[src/rtl/vec_seq_ctrl_if.sv]
// Request/response bundle between decode and the vector sequencer.
// Decode drives the request side; the sequencer drives busy/done/result.
interface vec_seq_ctrl_if #(
    parameter int LANES = 16,
    parameter int W     = 16
);
    logic                 start;
    logic [3:0]           opcode;
    logic [LANES*W-1:0]   op_1;
    logic [LANES*W-1:0]   op_2;
    logic                 busy;
    logic                 done;
    logic [LANES*W-1:0]   result;

    // Handshake: start is a one-cycle request that is only taken while busy=0
    // and the opcode is VDOT/SMUL; there is no backpressure. done is a one-cycle
    // valid for result, and result then holds until the next accepted start.
    modport master (
        output start, opcode, op_1, op_2,
        input  busy, done, result
    );

    modport slave (
        input  start, opcode, op_1, op_2,
        output busy, done, result
    );
endinterface

[src/rtl/vec_seq_ctrl.sv]
// Multi-cycle sequencer for VDOT/SMUL: walks one lane per clock through a
// shared external half-float multiplier and adder.
module vec_seq_ctrl #(
    parameter int LANES = 16,
    parameter int W     = 16
) (
    input  logic          clk,
    input  logic          rst_n,
    vec_seq_ctrl_if.slave bus,
    output logic [W-1:0]  mul_a,
    output logic [W-1:0]  mul_b,
    input  logic [W-1:0]  mul_p,
    output logic [W-1:0]  add_a,
    output logic [W-1:0]  add_b,
    input  logic [W-1:0]  add_s,
    output logic [1:0]    fsm_state
);
    localparam int VW = LANES * W;
    localparam int LW = $clog2(LANES);

    localparam logic [1:0] S_IDLE = 2'd0;
    localparam logic [1:0] S_RUN  = 2'd1;
    localparam logic [1:0] S_DONE = 2'd2;

    localparam logic [3:0] OP_VDOT = 4'b0001;
    localparam logic [3:0] OP_SMUL = 4'b0010;

    localparam logic [LW-1:0] LANE_LAST = LW'(LANES - 1);

    logic [1:0]    state;
    logic [LW-1:0] lane;
    logic [W-1:0]  acc;
    logic [VW-1:0] a_reg;
    logic [VW-1:0] b_reg;
    logic [3:0]    op_reg;
    logic [VW-1:0] result_reg;

    logic op_ok;
    logic is_vdot;
    logic last_lane;

    assign op_ok     = (bus.opcode == OP_VDOT) || (bus.opcode == OP_SMUL);
    assign is_vdot   = (op_reg == OP_VDOT);
    assign last_lane = (lane == LANE_LAST);

    assign bus.busy   = (state != S_IDLE);
    assign bus.done   = (state == S_DONE);
    assign bus.result = result_reg;
    assign fsm_state  = state;

    // Shared units see zero operands outside RUN so their inputs stay quiet.
    always_comb begin
        mul_a = '0;
        mul_b = '0;
        add_a = '0;
        add_b = '0;
        if (state == S_RUN) begin
            mul_a = is_vdot ? a_reg[int'(lane)*W +: W] : a_reg[W-1:0];
            mul_b = b_reg[int'(lane)*W +: W];
            if (is_vdot) begin
                add_a = acc;
                add_b = mul_p;
            end
        end
    end

    always_ff @(posedge clk or negedge rst_n) begin
        if (!rst_n) begin
            state      <= S_IDLE;
            lane       <= '0;
            acc        <= '0;
            a_reg      <= '0;
            b_reg      <= '0;
            op_reg     <= '0;
            result_reg <= '0;
        end else begin
            case (state)
                S_IDLE: begin
                    if (bus.start && op_ok) begin
                        a_reg      <= bus.op_1;
                        b_reg      <= bus.op_2;
                        op_reg     <= bus.opcode;
                        lane       <= '0;
                        acc        <= '0;
                        result_reg <= '0;
                        state      <= S_RUN;
                    end
                end
                S_RUN: begin
                    if (is_vdot) begin
                        acc <= add_s;
                        // Publish the final sum so result is valid in DONE.
                        if (last_lane) begin
                            result_reg <= {{(VW-W){1'b0}}, add_s};
                        end
                    end else begin
                        result_reg[int'(lane)*W +: W] <= mul_p;
                    end
                    if (last_lane) begin
                        lane  <= '0;
                        state <= S_DONE;
                    end else begin
                        lane <= lane + LW'(1);
                    end
                end
                S_DONE: begin
                    state <= S_IDLE;
                end
                default: begin
                    state <= S_IDLE;
                end
            endcase
        end
    end
endmodule
[src/flat_wrapper.sv]
// flat-port wrapper written by rule: the top's interface ports become plain ports
module vec_seq_ctrl_flat 
#(
    parameter int LANES = 16,
    parameter int W     = 16
)
  (clk, rst_n, mul_a, mul_b, mul_p, add_a, add_b, add_s, fsm_state, bus_start, bus_opcode, bus_op_1, bus_op_2, bus_busy, bus_done, bus_result);
  vec_seq_ctrl_if #(.LANES(LANES), .W(W)) bus_i ();
  input  logic clk;
  input  logic rst_n;
  output logic [W-1:0] mul_a;
  output logic [W-1:0] mul_b;
  input  logic [W-1:0] mul_p;
  output logic [W-1:0] add_a;
  output logic [W-1:0] add_b;
  input  logic [W-1:0] add_s;
  output logic [1:0] fsm_state;
  input wire logic [$bits(bus_i.start)-1:0] bus_start;
  input wire logic [$bits(bus_i.opcode)-1:0] bus_opcode;
  input wire logic [$bits(bus_i.op_1)-1:0] bus_op_1;
  input wire logic [$bits(bus_i.op_2)-1:0] bus_op_2;
  output wire logic [$bits(bus_i.busy)-1:0] bus_busy;
  output wire logic [$bits(bus_i.done)-1:0] bus_done;
  output wire logic [$bits(bus_i.result)-1:0] bus_result;
  assign bus_i.start = bus_start;
  assign bus_i.opcode = bus_opcode;
  assign bus_i.op_1 = bus_op_1;
  assign bus_i.op_2 = bus_op_2;
  assign bus_busy = bus_i.busy;
  assign bus_done = bus_i.done;
  assign bus_result = bus_i.result;
  vec_seq_ctrl #(.LANES(LANES), .W(W)) u_core (.clk(clk), .rst_n(rst_n), .bus(bus_i), .mul_a(mul_a), .mul_b(mul_b), .mul_p(mul_p), .add_a(add_a), .add_b(add_b), .add_s(add_s), .fsm_state(fsm_state));
endmodule
[config.mk]
export PLATFORM = sky130hd
export DESIGN_NAME = vec_seq_ctrl_flat
export DESIGN_NICKNAME = d
export VERILOG_FILES = /design/src/rtl/vec_seq_ctrl_if.sv /design/src/rtl/vec_seq_ctrl.sv /design/src/flat_wrapper.sv
export SDC_FILE = /design/constraint.sdc
export NUM_CORES = 2
export LEC_CHECK = 0
export CORE_AREA = 2 2 339 341
export CTS_BUF_LIST = sky130_fd_sc_hd__clkbuf_4 sky130_fd_sc_hd__clkbuf_8
export DETAILED_ROUTE_END_ITERATION = 8
export DIE_AREA = 0 0 341 343
export SYNTH_ARGS = -nofsm -noshare
export SYNTH_HDL_FRONTEND = slang
export SYNTH_SLANG_ARGS = --single-unit
export TNS_END_PERCENT = 20
[constraint.sdc]
create_clock -name clk -period 3.2 [get_ports clk]
set_clock_uncertainty 0.15 [all_clocks]
set_input_delay 0.96 -clock clk [delete_from_list [all_inputs] [get_ports clk]]
set_output_delay 0.96 -clock clk [all_outputs]
set_load 0.03 [all_outputs]
* Word-level counts from Yosys, hierarchy flattened *
Index checks and enable logic that the tools add are counted.

storage, ports and cells
  input bits = 551
  register bits = 794
  output and inout bits = 324
  logic and storage cells = 54

cells by class
  reduce and logical (&&, ||, !) cells = 10
  muxes and demuxes = 21
  $add $sub $neg = 2
  eq/ne operators = 10
  shift-type cells = 4

operator list
  operator                   count
  $mux 256                   3
  $pmux 256 s2               1
  $shiftx 256x9->16          2
  $bwmux 256                 1
  $shift 16x33->256 const A  1
  $shiftx 16x33->256         1
  $mux 16                    9
  $neg 8->33                 1
  $pmux 16 s2                1
  $eq 4x1->1 const B         2
  $mux 4                     2
  $pmux 4 s2                 1
  $ne 2x1->1 const B         3
  $reduce_and 2->1           3
  $reduce_and 3->1           2
  $add 4x1->4 const B        1
  $eq 4x2->1 const B         1
  $eq 4x4->1 const B         1
  $mux 2                     2
  $pmux 2 s2                 1
  $reduce_bool 2->1          2
  $ne 3x3->1 const B         1
  $eq 2x1->1 const B         1
  $eq 2x2->1 const B         1
  other kinds (3)            3

* Longest topological paths before layout *
  depth after elaboration = 5
  mapped depth = 12
  mapped depth without buffers = 6

* Worst setup path after synthesis *
Ideal clock, no wire load.

  kind = reg-to-output
  from = register u_core.op_reg[1]
  to = output port mul_a[10]
  data arrival time = 2,396 ps
  data required time = 2,090 ps
  buffers on the path = 3
  slack = -306 ps
  cell stages (with the launch flop) = 7
  cells stage by stage = dfrtp_1 > or4b_1 > buf_1 > or3_1 > clkbuf_1 > clkbuf_1 > o21ai_0

on the way
  longest elaborated chain between the ends = 3

ends and longest elaborated chain
  item                    line                RTL
  from (decl)             vec_seq_ctrl.sv:35  logic [3:0] op_reg;
  from (signal assigned)  vec_seq_ctrl.sv:82  op_reg <= bus.opcode;
  $eq 4x1->1              vec_seq_ctrl.sv:43  assign is_vdot = (op_reg == OP_VDOT);
  $mux 16                 vec_seq_ctrl.sv:58  mul_a = is_vdot ? a_reg[int'(lane)*W +: W] : a_reg[W-1:0];
  $mux 16                 vec_seq_ctrl.sv:57  if (state == S_RUN) begin
  to (decl)               flat_wrapper.sv:11  output logic [W-1:0] mul_a;

Every way passes these cells.

* Worst setup path after layout *
  from = register u_core.lane[0]
  to = output port mul_b[3]

on the way
  longest elaborated chain between the ends = 2

ends and longest elaborated chain
  item                    line                 RTL
  from (decl)             vec_seq_ctrl.sv:31   logic [LW-1:0] lane;
  from (signal assigned)  vec_seq_ctrl.sv:103  lane <= lane + LW'(1);
  $shiftx 256x9->16       vec_seq_ctrl.sv:59   mul_b = b_reg[int'(lane)*W +: W];
  $mux 16                 vec_seq_ctrl.sv:57
  to (decl)               flat_wrapper.sv:12   output logic [W-1:0] mul_b;

Every way passes these cells.

==> out/qor.txt <==
======================================================================================
Outcome ................................................................. finished with violations
Violated checks ......................................................... setup timing
Worst Max-Slew Pin Slew .................................................    0.8959 ns
Std-Cell Rows ...........................................................          124
Routed wire length ......................................................    141500 um
Kind of critical path ................................................... flop to output pin
Largest driver fanout on the critical path ..............................           12
Synthesized-area fraction occupied by adder cells .......................     0.002188
Clock latency reported for the late side of the worst-skew pair .........      0.83 ns
Gate power share ........................................................        0.441
Final max-slew violation count ..........................................            0
DRC marker count from the first detailed-route iteration ................         2595
Core footprint ..........................................................   113400 um2
Mux cell area share after synthesis .....................................       0.1020
Final worst path period need ............................................     4.013 ns
Remaining number of nets flagged by the antenna check after routing .....            0
IR Drop Worst-Case VDD ..................................................     446.4 uV
Worst-case setup slack after placement ..................................  -0.09886 ns
Proportion of power drawn by flip-flops and latches .....................        0.333
Share of the synthesized area in compound gates (AO/OA/AOI/OAI) .........      0.09356
IO Port Bufs ............................................................          874
Nets ....................................................................         4959
Switching share of power ................................................       0.3850
Synthesized-area fraction occupied by xor and xnor cells ................     0.001240
Share of post-route cells with drive strength above 1 ...................       0.1781
Largest buffer count on any clock path ..................................            3
Share of flip-flops with an asynchronous set or reset after synthesis ...        1.000
Clock slew at the register clock pins of the worst setup and hold paths .      0.08 ns
Share of synthesized area occupied by flip-flops and latches ............       0.5790
Remaining routing DRC violations ........................................            0
Routed length per instance ..............................................     23.47 um
Internal power of the cells .............................................     28.71 mW
Data arrival time of the critical path ..................................      2.90 ns
Number of antenna violations at the first check in global routing .......           14
Global-route wire length before repair ..................................    203400 um
Die span in y ...........................................................       343 um
Clock Sinks .............................................................          794
Synthesis-to-finish area growth .........................................       48.48%
Main combinational cell family by area after synthesis .................. simple AND/OR/NAND/NOR gates
Post-synth EDFFs ........................................................            0
CTS tree ................................................................        built
Effective utilization at floorplan ......................................       0.3026
Post-Syn Area per Cell ..................................................    10.26 um2
WP data required ........................................................      2.09 ns
Netlist cell types ......................................................           51
Final Hold Vio Count ....................................................            0
Chain of cells forming the critical path ................................ buf_12 > buf_16 > mux4_2 > mux2i_4 > buf_4 > o22ai_1 > buf_12
Average via count per standard cell .....................................        4.960
Type of the worst min-delay path ........................................ flop to flop
Fraction of power consumed by the clock network .........................        0.225
DIE AREA ................................................................   117000 um2
Unrepaired setup endpoints after global routing .........................         true
Vias in the first global route ..........................................        30390
Number of storage elements in the synthesis netlist .....................          794
Largest net degree at the start of global routing .......................          102
Final setup violating endpoints .........................................           64
Number of standard cells after synthesis ................................         3345
Power per Cell Area ..................................................... 916.3 nW/um2
Root Buffer ............................................................. sky130_fd_sc_hd__clkbuf_8
Rel. slew slack .........................................................       0.4015
Htree depth .............................................................            4
Mapped cell area ........................................................    34320 um2
Number of CTS-inserted buffers ..........................................          141
Cell with the biggest individual delay on the critical path ............. sky130_fd_sc_hd__mux4_2
Crit path top cell by count ............................................. sky130_fd_sc_hd__buf_12
Width of the chip .......................................................       341 um
Number of vias in the routed layout .....................................        29910
Total Power .............................................................     46.68 mW
Overall overflow remaining after global route ...........................            0
GRT Util Overall ........................................................       0.2369
Worst path setup slack after routing ....................................   -0.8129 ns
P_leak ..................................................................     24.35 nW
Setup crit start kind ...................................................         flop
Max frequency ...........................................................   0.2492 GHz
Number of warnings issued by yosys ......................................            0
Ports placed on the boundary ............................................          875
First-pass iteration count of the detailed router .......................            6
Nets in the synthesized netlist .........................................         3902
HPWL after DPL ..........................................................    106300 um
Sw Pwr ..................................................................     17.98 mW
Simple-Gate Fraction of Synth Area ......................................       0.1920
Share of the clock period used by the worst path after layout ...........        1.254
Cell area after placement ...............................................    47090 um2
Final Cell Area .........................................................    50950 um2
Delay of the slowest critical-path stage ................................      0.55 ns
Number of max-cap violations ............................................            0
Most used flip-flop cell after synthesis ................................ sky130_fd_sc_hd__dfrtp_1
Type of element capturing the critical path .............................   output pin
Placer congestion estimate ..............................................       0.8860
======================================================================================
area by class of cell:
| cell class | count | area (um2) |
|---|---|---|
| Inverter | 4 | 15.01 |
| Multi-Input combinational cell | 2297 | 13920 |
| Fill cell | 10680 | 62460 |
| Sequential cell | 794 | 19880 |
| Antenna cell | 11 | 27.53 |
| Tap cell | 1512 | 1892 |
| Clock buffer | 218 | 2756 |
| Timing Repair Buffer | 1164 | 12100 |
| Clock inverter | 31 | 356.6 |
final timing paths:
path	startpoint	to	slack, ns	depth (start not counted)
max	u_core.lane[0]$_DFFE_PN0P_	mul_b[3]	-0.81	7
min	u_core.b_reg[242]$_DFFE_PN0P_	u_core.b_reg[242]$_DFFE_PN0P_	0.32	2
max reg2reg	u_core.lane[1]$_DFFE_PN0P_	u_core.bus.result[5]$_DFFE_PN0P_	0.12	9
min reg2reg	u_core.b_reg[242]$_DFFE_PN0P_	u_core.b_reg[242]$_DFFE_PN0P_	0.32	2
max in group asynchronous	rst_n	u_core.a_reg[174]$_DFFE_PN0P_	1.37	3
min in group asynchronous	rst_n	u_core.a_reg[217]$_DFFE_PN0P_	0.62	2
cells in the final DEF, fill, tap and decap left out, drive strengths merged, types with 7 or more instances in the layout:
master and n:
a22oi 31, mux2 16, nand3 12, nand2b 7, buf 356, o211ai 9, o21ai 23, nor2 19
dfrtp 794, a22o 272, mux2i 112, a21oi 7, inv 10, and3 33, a32oi 16, nand2 1551
nor2b 20, clkdlybuf4s50 803, clkinv 13, clkbuf 218, o22ai 17, mux4 96, diode 11
kinds of logic (layout without fill, tap and decap cells):
group / after synthesis / in the layout
AND/OR/NAND/NOR: 1674 / 1674
flip-flops: 794 / 794
multiplexers: 224 / 224
XOR/XNOR: 4 / 4
buffers and inverters: 254 / 1417
other: 0 / 11
adder cells (fa/ha/maj): 6 / 6
AO/OA/AOI/OAI: 389 / 389
power groups by stage:
| stage | Clock, mW | Sequential (mW) | Combinational, mW |
|---|---|---|---|
| after floorplan | 0 | 15.5 | 9.50 |
| after global placement | 0 | 15.5 | 19.3 |
| after detailed placement | 0 | 15.6 | 19.5 |
| after CTS | 10.7 | 15.5 | 20.3 |
| after global routing | 11.2 | 15.9 | 21.9 |
| final | 10.5 | 15.6 | 20.6 |
synth_stat cells, drive strengths merged (9+ instances only):
library cell     n  share of area
clkbuf         164          0.018
o21ai           23         0.0035
mux2            16         0.0063
o22ai           17         0.0031
o211ai           9         0.0020
nor2            19         0.0021
a22oi           31         0.0068
dfrtp          794           0.58
buf             86          0.012
a32oi           16         0.0041
mux4            96          0.063
nor2b           20         0.0036
nand2         1551           0.17
and3            33         0.0060
mux2i          112          0.033
nand3           12         0.0018
a22o           272          0.069
per-layer routing:
layer  share of wire  GRT usage
met3           0.082    0.06732
met5         0.00050          0
met1            0.40     0.2944
met4           0.045     0.1117
met2            0.48     0.3812
what timing repair did:
item                                    in CTS  in global routing
endpoints found under the setup margin      68                 81
gates cloned                                 1                  0
gates resized for setup                    155                 33
buffers inserted                             8                  5
endpoints found under the hold margin       17                  0
pin swaps                                    6                 13
hold buffers                                 1                  0
worst max-delay path: cells and delay by family, from the launching register on:
kind	cells	cell delay [ns]
buf+inv	4	0.71
flops	1	0.45
compound gates	1	0.13
mux	2	0.74
metrics by stage:
step                hold WS [ns]  setup TNS [ns]  cells  utilization
floorplan                 0.2903          -2.685   3345            -
global placement          0.3022          -19.62   5756       0.4152
detailed placement        0.3070          -12.42   5756       0.4152
CTS                       0.3199          -38.31   6015       0.4470
global route              0.3364          -39.27   6030       0.4492
finish                    0.3173          -31.49   6031       0.4492
Note: power is estimated with default switching activity, not from simulation.
